### config.mk
export PLATFORM = sky130hd
export DESIGN_NAME = load_unit_flat
export DESIGN_NICKNAME = d
export VERILOG_FILES = /design/src/rtl/riscv_pkg.sv /design/src/rtl/load_unit_if.sv /design/src/rtl/load_ext.sv /design/src/rtl/load_unit.sv /design/src/flat_wrapper.sv
export SDC_FILE = /design/constraint.sdc
export NUM_CORES = 1
export LEC_CHECK = 0
export CAP_MARGIN = 15
export CORE_MARGIN = 5
export CORE_UTILIZATION = 35
export DETAILED_ROUTE_END_ITERATION = 16
export GPL_ROUTABILITY_DRIVEN = 0
export PLACE_DENSITY = 0.62
export SKIP_CTS_REPAIR_TIMING = 1
export SYNTH_ARGS = -nofsm -noshare
export SYNTH_HDL_FRONTEND = slang
export SYNTH_SLANG_ARGS = --single-unit
### constraint.sdc
create_clock -name clk -period 2.4 [get_ports clk]
set_input_delay 0.48 -clock clk [delete_from_list [all_inputs] [get_ports clk]]
set_output_delay 0.48 -clock clk [all_outputs]
set_load 0.1 [all_outputs]
### src/rtl/riscv_pkg.sv
// Shared RV32I definitions for the load path: funct3 codes, the load-unit
// state encoding and the request legality check.
package riscv_pkg;

  localparam logic [2:0] F3_LB  = 3'b000;
  localparam logic [2:0] F3_LH  = 3'b001;
  localparam logic [2:0] F3_LW  = 3'b010;
  localparam logic [2:0] F3_LBU = 3'b100;
  localparam logic [2:0] F3_LHU = 3'b101;

  typedef enum logic [1:0] {
    S_IDLE = 2'd0,
    S_READ = 2'd1,
    S_WAIT = 2'd2,
    S_RESP = 2'd3
  } ld_state_t;

  // True when the request must be answered with an error and no memory access:
  // unknown funct3, or a halfword/word that does not sit on its natural boundary.
  function automatic logic ld_bad(input logic [2:0] f3, input logic [1:0] a);
    logic bad;
    case (f3)
      F3_LB, F3_LBU: bad = 1'b0;
      F3_LH, F3_LHU: bad = a[0];
      F3_LW:         bad = (a != 2'b00);
      default:       bad = 1'b1;
    endcase
    return bad;
  endfunction

endpackage

### src/rtl/load_unit_if.sv
// Request, data-memory and response signals of the load unit.
// The slave side is the load unit; the master side is execute stage + memory.
interface load_unit_if;
  logic        req_valid;
  logic        req_ready;
  logic [2:0]  req_funct3;
  logic [31:0] req_addr;
  logic        mem_re;
  logic [31:0] mem_addr;
  logic        mem_rvalid;
  logic [31:0] mem_rdata;
  logic        rsp_valid;
  logic        rsp_ready;
  logic [31:0] rsp_data;
  logic        rsp_err;

  modport slave (
    input  req_valid, req_funct3, req_addr, mem_rvalid, mem_rdata, rsp_ready,
    output req_ready, mem_re, mem_addr, rsp_valid, rsp_data, rsp_err
  );

  modport master (
    output req_valid, req_funct3, req_addr, mem_rvalid, mem_rdata, rsp_ready,
    input  req_ready, mem_re, mem_addr, rsp_valid, rsp_data, rsp_err
  );
endinterface

### src/rtl/load_ext.sv
// Lane select and sign/zero extension of a little-endian memory word.
module load_ext
  import riscv_pkg::*;
(
  input  logic [31:0] rdata,
  input  logic [1:0]  addr_lo,
  input  logic [2:0]  funct3,
  output logic [31:0] result
);

  logic [7:0]  byte_v;
  logic [15:0] half_v;

  // Pick the addressed lane, then extend according to the load type.
  always_comb begin
    byte_v = rdata[7:0];
    case (addr_lo)
      2'd0: byte_v = rdata[7:0];
      2'd1: byte_v = rdata[15:8];
      2'd2: byte_v = rdata[23:16];
      2'd3: byte_v = rdata[31:24];
      default: byte_v = rdata[7:0];
    endcase
    half_v = addr_lo[1] ? rdata[31:16] : rdata[15:0];
    case (funct3)
      F3_LB:   result = {{24{byte_v[7]}}, byte_v};
      F3_LBU:  result = {24'h0, byte_v};
      F3_LH:   result = {{16{half_v[15]}}, half_v};
      F3_LHU:  result = {16'h0, half_v};
      default: result = rdata;
    endcase
  end

endmodule

### src/rtl/load_unit.sv
// Single-outstanding data-memory load sequencer: check, one word read, wait
// for data (with optional timeout), extend, and hold the result until taken.
module load_unit
  import riscv_pkg::*;
#(
  parameter int TIMEOUT = 16
) (
  input  logic        clk,
  input  logic        rst_n,
  load_unit_if.slave  bus
);

  localparam int CW = (TIMEOUT > 2) ? $clog2(TIMEOUT) : 1;
  localparam logic [CW-1:0] TO_LAST = CW'((TIMEOUT > 0) ? TIMEOUT - 1 : 0);

  ld_state_t   state;
  logic [2:0]  f3_q;
  logic [1:0]  addr_lo_q;
  logic [CW-1:0] cnt;
  logic [31:0] ext_data;

  load_ext u_ext (
    .rdata   (bus.mem_rdata),
    .addr_lo (addr_lo_q),
    .funct3  (f3_q),
    .result  (ext_data)
  );

  // Load FSM; every handshake and memory output is registered here.
  always_ff @(posedge clk or negedge rst_n) begin
    if (!rst_n) begin
      state         <= S_IDLE;
      f3_q          <= 3'b000;
      addr_lo_q     <= 2'b00;
      cnt           <= '0;
      bus.req_ready <= 1'b1;
      bus.mem_re    <= 1'b0;
      bus.mem_addr  <= 32'h0;
      bus.rsp_valid <= 1'b0;
      bus.rsp_data  <= 32'h0;
      bus.rsp_err   <= 1'b0;
    end else begin
      case (state)
        S_IDLE: begin
          if (bus.req_valid) begin
            f3_q          <= bus.req_funct3;
            addr_lo_q     <= bus.req_addr[1:0];
            bus.req_ready <= 1'b0;
            if (ld_bad(bus.req_funct3, bus.req_addr[1:0])) begin
              // Rejected requests never touch memory.
              state         <= S_RESP;
              bus.rsp_valid <= 1'b1;
              bus.rsp_err   <= 1'b1;
              bus.rsp_data  <= 32'h0;
            end else begin
              state        <= S_READ;
              bus.mem_re   <= 1'b1;
              bus.mem_addr <= {bus.req_addr[31:2], 2'b00};
            end
          end
        end
        S_READ: begin
          // Strobe and address are up for this cycle only.
          bus.mem_re   <= 1'b0;
          bus.mem_addr <= 32'h0;
          cnt          <= '0;
          state        <= S_WAIT;
        end
        S_WAIT: begin
          if (bus.mem_rvalid) begin
            bus.rsp_data  <= ext_data;
            bus.rsp_err   <= 1'b0;
            bus.rsp_valid <= 1'b1;
            state         <= S_RESP;
          end else if (TIMEOUT != 0 && cnt == TO_LAST) begin
            bus.rsp_data  <= 32'h0;
            bus.rsp_err   <= 1'b1;
            bus.rsp_valid <= 1'b1;
            state         <= S_RESP;
          end else begin
            cnt <= cnt + CW'(1);
          end
        end
        S_RESP: begin
          if (bus.rsp_ready) begin
            bus.rsp_valid <= 1'b0;
            bus.req_ready <= 1'b1;
            state         <= S_IDLE;
          end
        end
        default: begin
          state         <= S_IDLE;
          bus.req_ready <= 1'b1;
          bus.rsp_valid <= 1'b0;
          bus.mem_re    <= 1'b0;
        end
      endcase
    end
  end

endmodule

### src/flat_wrapper.sv
// flat-port wrapper written by rule: the top's interface ports become plain ports
module load_unit_flat import riscv_pkg::*;
#(
  parameter int TIMEOUT = 16
)
  (clk, rst_n, bus_req_valid, bus_req_funct3, bus_req_addr, bus_mem_rvalid, bus_mem_rdata, bus_rsp_ready, bus_req_ready, bus_mem_re, bus_mem_addr, bus_rsp_valid, bus_rsp_data, bus_rsp_err);
  load_unit_if bus_i ();
  input  logic clk;
  input  logic rst_n;
  input wire logic [$bits(bus_i.req_valid)-1:0] bus_req_valid;
  input wire logic [$bits(bus_i.req_funct3)-1:0] bus_req_funct3;
  input wire logic [$bits(bus_i.req_addr)-1:0] bus_req_addr;
  input wire logic [$bits(bus_i.mem_rvalid)-1:0] bus_mem_rvalid;
  input wire logic [$bits(bus_i.mem_rdata)-1:0] bus_mem_rdata;
  input wire logic [$bits(bus_i.rsp_ready)-1:0] bus_rsp_ready;
  output wire logic [$bits(bus_i.req_ready)-1:0] bus_req_ready;
  output wire logic [$bits(bus_i.mem_re)-1:0] bus_mem_re;
  output wire logic [$bits(bus_i.mem_addr)-1:0] bus_mem_addr;
  output wire logic [$bits(bus_i.rsp_valid)-1:0] bus_rsp_valid;
  output wire logic [$bits(bus_i.rsp_data)-1:0] bus_rsp_data;
  output wire logic [$bits(bus_i.rsp_err)-1:0] bus_rsp_err;
  assign bus_i.req_valid = bus_req_valid;
  assign bus_i.req_funct3 = bus_req_funct3;
  assign bus_i.req_addr = bus_req_addr;
  assign bus_i.mem_rvalid = bus_mem_rvalid;
  assign bus_i.mem_rdata = bus_mem_rdata;
  assign bus_i.rsp_ready = bus_rsp_ready;
  assign bus_req_ready = bus_i.req_ready;
  assign bus_mem_re = bus_i.mem_re;
  assign bus_mem_addr = bus_i.mem_addr;
  assign bus_rsp_valid = bus_i.rsp_valid;
  assign bus_rsp_data = bus_i.rsp_data;
  assign bus_rsp_err = bus_i.rsp_err;
  load_unit #(.TIMEOUT(TIMEOUT)) u_core (.clk(clk), .rst_n(rst_n), .bus(bus_i));
endmodule
==> results list, run 1 <==
* Number of buffers and inverters on the critical path: 2
- The first global-routing pass estimated 17.0 mm of wire.
- Final Hold Viols: 0
* Final core utilization: 51.3%
* Highest-count cells in the layout ignoring fill and taps: sky130_fd_sc_hd__buf_4 (78), sky130_fd_sc_hd__dfrtp_1 (76), sky130_fd_sc_hd__clkdlybuf4s50_1 (70), sky130_fd_sc_hd__a22o_1 (46), sky130_fd_sc_hd__a21o_1 (28)
* I/O pins: 140
- The count of buffers added on input and output ports is between 100 and 150.
* Nets: 526
- The tree is rooted in a sky130_fd_sc_hd__clkbuf_8.
- Maximum Capacitance Violations: 0
* Clk slew on worst S/H paths: ~0.090 ns
- Crit path largest cell delay: ~0.57 ns
- STA classifies the critical path startpoint as an input pin.
- The pre-antenna-repair detailed-routing pass consisted of 4 iterations.
- Total of fill cells in the finished design: 947
* Setup WS pre-CTS: 0.0275 ns
* Height of the chip: 113 um
- On the final layout, the worst clock skew is 0.0133 ns.
* Reg-to-reg slack, setup: 0.41 ns
- Global route overflow: 0
- Total half-perimeter wirelength after legalization and detailed placement: 7.84 mm
- Number of core rows: 37
- The count of nets left with antenna violations once routing finished came out at 0.
- Clock Sinks: 77
* Starting density of the core: 35.9%
- TritonCTS clock tree: yes
* Share of layout cells above drive strength 1: 27.3%
- Share of the clock period used by the worst path: 83.0%
- The die is 113 um wide.
- Crit-path slowest cell: sky130_fd_sc_hd__or4_4
* Number of enable-type register cells in the synthesized netlist: 0
- DRC viols: 0
- Tracing the worst setup path back leads to its startpoint at bus_req_funct3[2].
- For the pin with the worst max-slew slack, the measured transition is 0.587 ns.
- The critical path in this run is classified as input pin to register.
* Endpoint of the lowest-slack register-to-register path: u_core.bus.rsp_valid$_DFFE_PN0P_
- Number of antenna violations at the first check in global routing: 0
- The repair_antennas step left the layout with diodes totalling 0.
- Clock latency of the later-clocked register in the worst-skew pair: ~0.35 ns
- #FFs+latches synth: 77
- After layout, the worst setup slack is ~0.41 ns.
- Setup total negative slack on the finished layout was measured at 0 ns.
- On the critical path the largest part of the delay comes from simple AND/OR/NAND/NOR gates.
* Max-slew headroom: 60.8%
- Setup violations remaining at the end of the flow were counted as 0.
- Number of clock buffers inserted by TritonCTS: 9
- Setup repair after global routing missed its margin: false
- The via count of the first global-routing pass is 3192.
* Total Wirelength: 10.5 mm
- Counting along the longest clock path gives a buffer depth of 2.
* Routed via count divided by cell count: slightly above 5
- The signal on the critical path passes through clkdlybuf4s50_1, or4_4, and2_4, a2bb2oi_2, buf_12, a22o_1.
- Most instantiated flip-flop cell in the synthesis netlist: sky130_fd_sc_hd__dfrtp_1
- After detailed routing, the average wire length per cell comes to between 15 and 20 um.
- Counting cells, the worst reg-to-reg path comes to 6.
- Maximum number of pins on one net before global-route repair: 48
- The routed layout has 3047 vias.
- Period minus WS final: 1.99 ns
* Reg2reg start: u_core.state[0]$_DFFE_PN0P_
- The region available for standard cell placement spans a little over 10000 sq um.
- Signal arrival time at the worst endpoint: 2.23 ns
- For this run, the top clock speed supported by timing is 502 MHz.
* Mapped cell area: about 3700 sq um
- For this block, the initial DRC count from the detailed router was 114.
- Once placement finished, the instance area stood at 5070 sq um.
- The synthesized netlist contains 49 unique library cells.
- Critical path fanouts, max: 31
* Required time of the critical path: 2.64 ns
- Per-instance average area after synthesis: 12.0 sq um
- Endpoint kind of the worst setup timing path: register
* Area growth from synthesis to layout: 43.1%
* Post-route cell area: 5280 sq um
- H-tree depth: 3
- For this run, the total global-route usage over all layers was measured as 16.7%.
- Fraction of registers with async set or reset after synthesis: between 90% and 100%
- Hold Crit Class: input pin to asynchronous set/reset pin
* Gate Count Post-Synth: 308
- Final count of pins violating max slew: 0
* Share of the yosys chip area belonging to registers: 52.3%
- The die covers between 10000 and 15000 sq um.
- The flow ran to the end, and the final reports show no timing, DRC or antenna violations.
- YS warnings: 0
* Most common cell after layout, fill and taps aside: sky130_fd_sc_hd__buf_4
cell usage after synthesis (all sizes together), types with 8 or more instances:
| library cell | n | area, sq um |
|---|---|---|
| a221oi | 8 | 70.1 |
| a21o | 28 | 210 |
| inv | 14 | 52.6 |
| dfrtp | 76 | 1900 |
| nor2 | 12 | 45.0 |
| nand2 | 14 | 52.6 |
| o221ai | 8 | 76.3 |
| mux2 | 14 | 158 |
| a22o | 46 | 403 |
| a21oi | 10 | 53.8 |
| o2bb2ai | 8 | 70.1 |
| buf | 16 | 125 |
flip-flops by register name, summed over array words and instances, names as in the netlist:
name	cells
u_core.bus.mem_addr	30
u_core.bus.rsp_valid	1
u_core.state	2
u_core.bus.mem_re	1
u_core.f3_q	3
u_core.bus.rsp_err	1
u_core.bus.rsp_data	32
u_core.cnt	4
u_core.bus.req_ready	1
u_core.addr_lo_q	2
metrics by stage:
stage               hold slack (ns)  cells
floorplan                     0.184    309
global placement              0.462    574
detailed placement            0.468    574
CTS                           0.140    590
global route                  0.160    590
finish                        0.110    590
worst max path at each step:
| stage | end | slack, ns | depth (start not counted) |
|---|---|---|---|
| floorplan | u_core.bus.rsp_valid$_DFFE_PN0P_ | 0.52 | 7 |
| global placement | u_core.bus.mem_addr[23]$_DFFE_PN0P_ | 0.06 | 6 |
| detailed placement | u_core.bus.mem_addr[28]$_DFFE_PN0P_ | 0.03 | 6 |
| CTS | u_core.bus.rsp_valid$_DFFE_PN0P_ | 0.40 | 6 |
| global route | u_core.bus.rsp_valid$_DFFE_PN0P_ | 0.16 | 6 |
| finish | u_core.bus.mem_addr[5]$_DFFE_PN0P_ | 0.41 | 6 |
layer usage:
metal / up-vias / routed length [um] / global-route usage (%)
met5: - / 0 / 0
met4: 0 / 224 / 6.09
met3: 20 / 900 / 5.93
met2: 120 / 4660 / 25.6
met1: 1460 / 4680 / 21.8
li1: 1447 / - / -
layout make-up:
type / instances / area (sq um) / share of cell area, %
clock buffers: 11 / 141 / 2.68
clock inverters: 5 / 60.1 / 1.14
multi-input cells: 195 / 1560 / 29.5
flip-flops and latches: 77 / 1930 / 36.5
inverters: 14 / 52.6 / 0.996
repair buffers: 152 / 1370 / 25.9
well taps: 136 / 170 / 3.23
kinds of logic after synthesis:
family                   share of synthesized area, %
buffers and inverters                            5.53
other                                           0.102
multiplexers                                     6.52
XOR/XNOR                                        0.238
flip-flops                                       52.3
adder cells (fa/ha/maj)                          1.70
AO/OA/AOI/OAI                                    27.8
AND/OR/NAND/NOR                                  5.84
Power of run 1 is left out: the tool's default activity adds up to more than one toggle a clock period on the data nets, which glitch-free logic cannot reach.
==> run 2: changes to the inputs <==
Settings changed: PLACE_DENSITY 0.62 to 0.65.
Clock period 2.4 ns to 1.8 ns, I/O delays scaled along.
==> results list, run 2 (synthesis gave the netlist of run 1 again) <==
- The overall track demand over capacity in global routing is 17.7% (+1.0 points).
* Critical path startpoint category: input pin
* Height of the chip: 113 um (unchanged)
- The number of CTS-inserted buffers was 9 (unchanged).
- Setup Viol. Count Final: 0 (unchanged)
- Setup WS pre-CTS: -0.451 ns (-0.478 ns)
- Final instance count without filler cells: 621 (+5.3%)
- Hold Crit Class: input pin to register
* Maximum Capacitance Violations: 0 (unchanged)
- Number of buffer cells added on primary ports: 137 (unchanged)
* Core area: 10300 sq um (unchanged)
- The largest registers in the layout are u_core.bus.rsp_data x32, u_core.bus.mem_addr x30, u_core.cnt x4.
* Number of core rows: 37 (unchanged)
- Timing endpoint of the critical path: u_core.bus.rsp_data[19]$_DFFE_PN0P_
- The DRC violation count after routing came to 0 (unchanged).
* Endpoint kind of the worst setup timing path: register
* Required time of the critical path: 2.08 ns (-0.56 ns)
* Endpoint of the lowest-slack register-to-register path: u_core.bus.rsp_data[26]$_DFFE_PN0P_
- Number of flip-flops under the largest register name: 32 (unchanged)
- Number of cells after detailed placement: 595 (+3.7%)
* Reg-to-reg slack, setup: 0.10 ns (-0.31 ns)
* Most flops, register: u_core.bus.rsp_data
* Crit-path slowest cell: sky130_fd_sc_hd__clkdlybuf4s50_1
* Maximum number of pins on one net before global-route repair: 33 (-31%)
* Final Hold Viols: 0 (unchanged)
- Number of global-route vias before repair: 3401 (+6.5%)
- Number of diodes: 0 (unchanged)
* Width of the chip: 113 um (unchanged)
* Most common cell after layout, fill and taps aside: sky130_fd_sc_hd__dfrtp_1
* Worst hold slack across all endpoints: 0.297 ns (+0.187 ns)
* Number of buffers and inverters on the critical path: 3 (+1)
- Run status: finished clean
- The top cell types in the final layout, fill and taps aside, are sky130_fd_sc_hd__dfrtp_1 (75), sky130_fd_sc_hd__buf_12 (71), sky130_fd_sc_hd__clkdlybuf4s50_1 (66), sky130_fd_sc_hd__a22o_1 (46), sky130_fd_sc_hd__buf_4 (32).
- Final count of pins violating max slew: 0 (unchanged)
- By startpoint and endpoint, the worst setup path is classified as input pin to register.
- In this run the clock root is driven by a sky130_fd_sc_hd__clkbuf_8.
- The maximum clock path buffer count is 2 (unchanged).
- Period minus WS final: roughly 1.7 ns
- Critical path fanouts, max: 12 (-61%)
* Clk slew on worst S/H paths: 0.08 ns (about the same)
* Global route overflow: 0 (unchanged)
- Walking the worst path, the cells encountered are clkdlybuf4s50_1, inv_1, a2111o_1, a31oi_2, buf_6, a22o_1.
* Total half-perimeter wirelength after legalization and detailed placement: 8.38 mm (+6.8%)
- The delay contributed by the slowest stage of the critical path was 0.56 ns (about the same).
- Cells on worst reg2reg path: 7 (+1)
* Share of the clock period used by the worst path: 96.3%
- For this run, the top clock speed supported by timing is 577 MHz.
* DIE AREA: 12700 sq um (unchanged)
- TritonCTS built the clock tree.
- Clock Sinks: 77 (unchanged)
* Initial DRC Count: 118 (+3.5%)
* Clock Skew: 0.00589 ns (-0.00737 ns)
- Count of cell instances traversed by the critical path: 6 (unchanged)
- The detailed-route via count came to 3184 (+4.5%).
- The final wirelength came to 11.4 mm (+8.5%).
- The number of antenna violations at the first check in global routing is 0 (unchanged).
- Total of fill cells in the finished design: 807 (-15%)
- Signal arrival time at the worst endpoint: 2.02 ns (-0.21 ns)
- Routed wirelength normalized by instance count: 18.3 um (+3.1%)
* I/O pins: 140 (unchanged)
- In this run the critical register-to-register path is launched from u_core.state[1]$_DFFE_PN0P_.
* Area growth from synthesis to layout: 76.7%
* Routed via count divided by cell count: 5.13 (-0.72%)
* Summed negative setup slack over all endpoints: 0 ns (unchanged)
- Among cell families on the critical path, the largest total delay comes from buffers and inverters.
- The count of TritonRoute iterations in the first routing pass came to 4 (unchanged).
- The initial core utilization is 35.9% (unchanged).
- Share of layout cells above drive strength 1: 33.6% (+6.3 points)
- Clock latency of the later-clocked register in the worst-skew pair: 0.34 ns (about the same)
- The first-pass GRT wire length is 18.3 mm (+7.5%).
* Slack of the critical path: 0.0667 ns (-0.342 ns)
* Nets: 557 (+5.9%)
- The total number of H-tree levels came to 3 (unchanged).
- Remaining antenna violation count after routing: 0 (unchanged)
- Critical path launch point: bus_mem_rdata[15]
## run 2: per-layer routing
layer	share of wire [%]	GRT usage, %
met1	43	23.3
met2	49	28.5
met3	7.4	5.44
met4	0.78	4.49
met5	0	0
## run 2: worst min path at each step
stage               depth (start not counted)                                 end  slack, ns         startpoint
floorplan                                   0     u_core.addr_lo_q[0]$_DFFE_PN0P_       0.06              rst_n
global placement                            1  u_core.bus.rsp_data[6]$_DFFE_PN0P_       0.34              rst_n
detailed placement                          1  u_core.bus.rsp_data[6]$_DFFE_PN0P_       0.34              rst_n
CTS                                         1  u_core.bus.rsp_data[6]$_DFFE_PN0P_      -0.04              rst_n
global route                                2          u_core.f3_q[2]$_DFFE_PN0P_       0.31  bus_req_funct3[2]
finish                                      2          u_core.f3_q[2]$_DFFE_PN0P_       0.30  bus_req_funct3[2]
## run 2: area by class of cell
class                   count  area [sq um]  share of cell area, %
repair buffers            183          2540                   39.0
well taps                 136           170                   2.61
clock buffers              11           131                   2.02
clock inverters             5          83.8                   1.29
multi-input cells         195          1610                   24.7
inverters                  14          52.6                  0.807
flip-flops and latches     77          1930                   29.6
## run 2: worst reg2reg max path: cells and delay by family, from the launching register on
| family | cells | cell delay (ns) |
|---|---|---|
| buffers and inverters | 3 | 0.42 |
| and+or+nand+nor | 1 | 0.13 |
| DFF | 1 | 0.41 |
| AOI/OAI and AO/OA | 2 | 0.50 |
| adders and majority gates | 1 | 0.16 |
## run 2: stage by stage
step | utilization (%) | cell area, sq um
after floorplan | - | 3690
after global placement | 59.0 | 6060
after CTS | 61.1 | 6270
after global routing | 63.4 | 6510
final | 63.4 | 6510
after detailed placement | 59.0 | 6060
Power of run 2 is left out for the same reason.
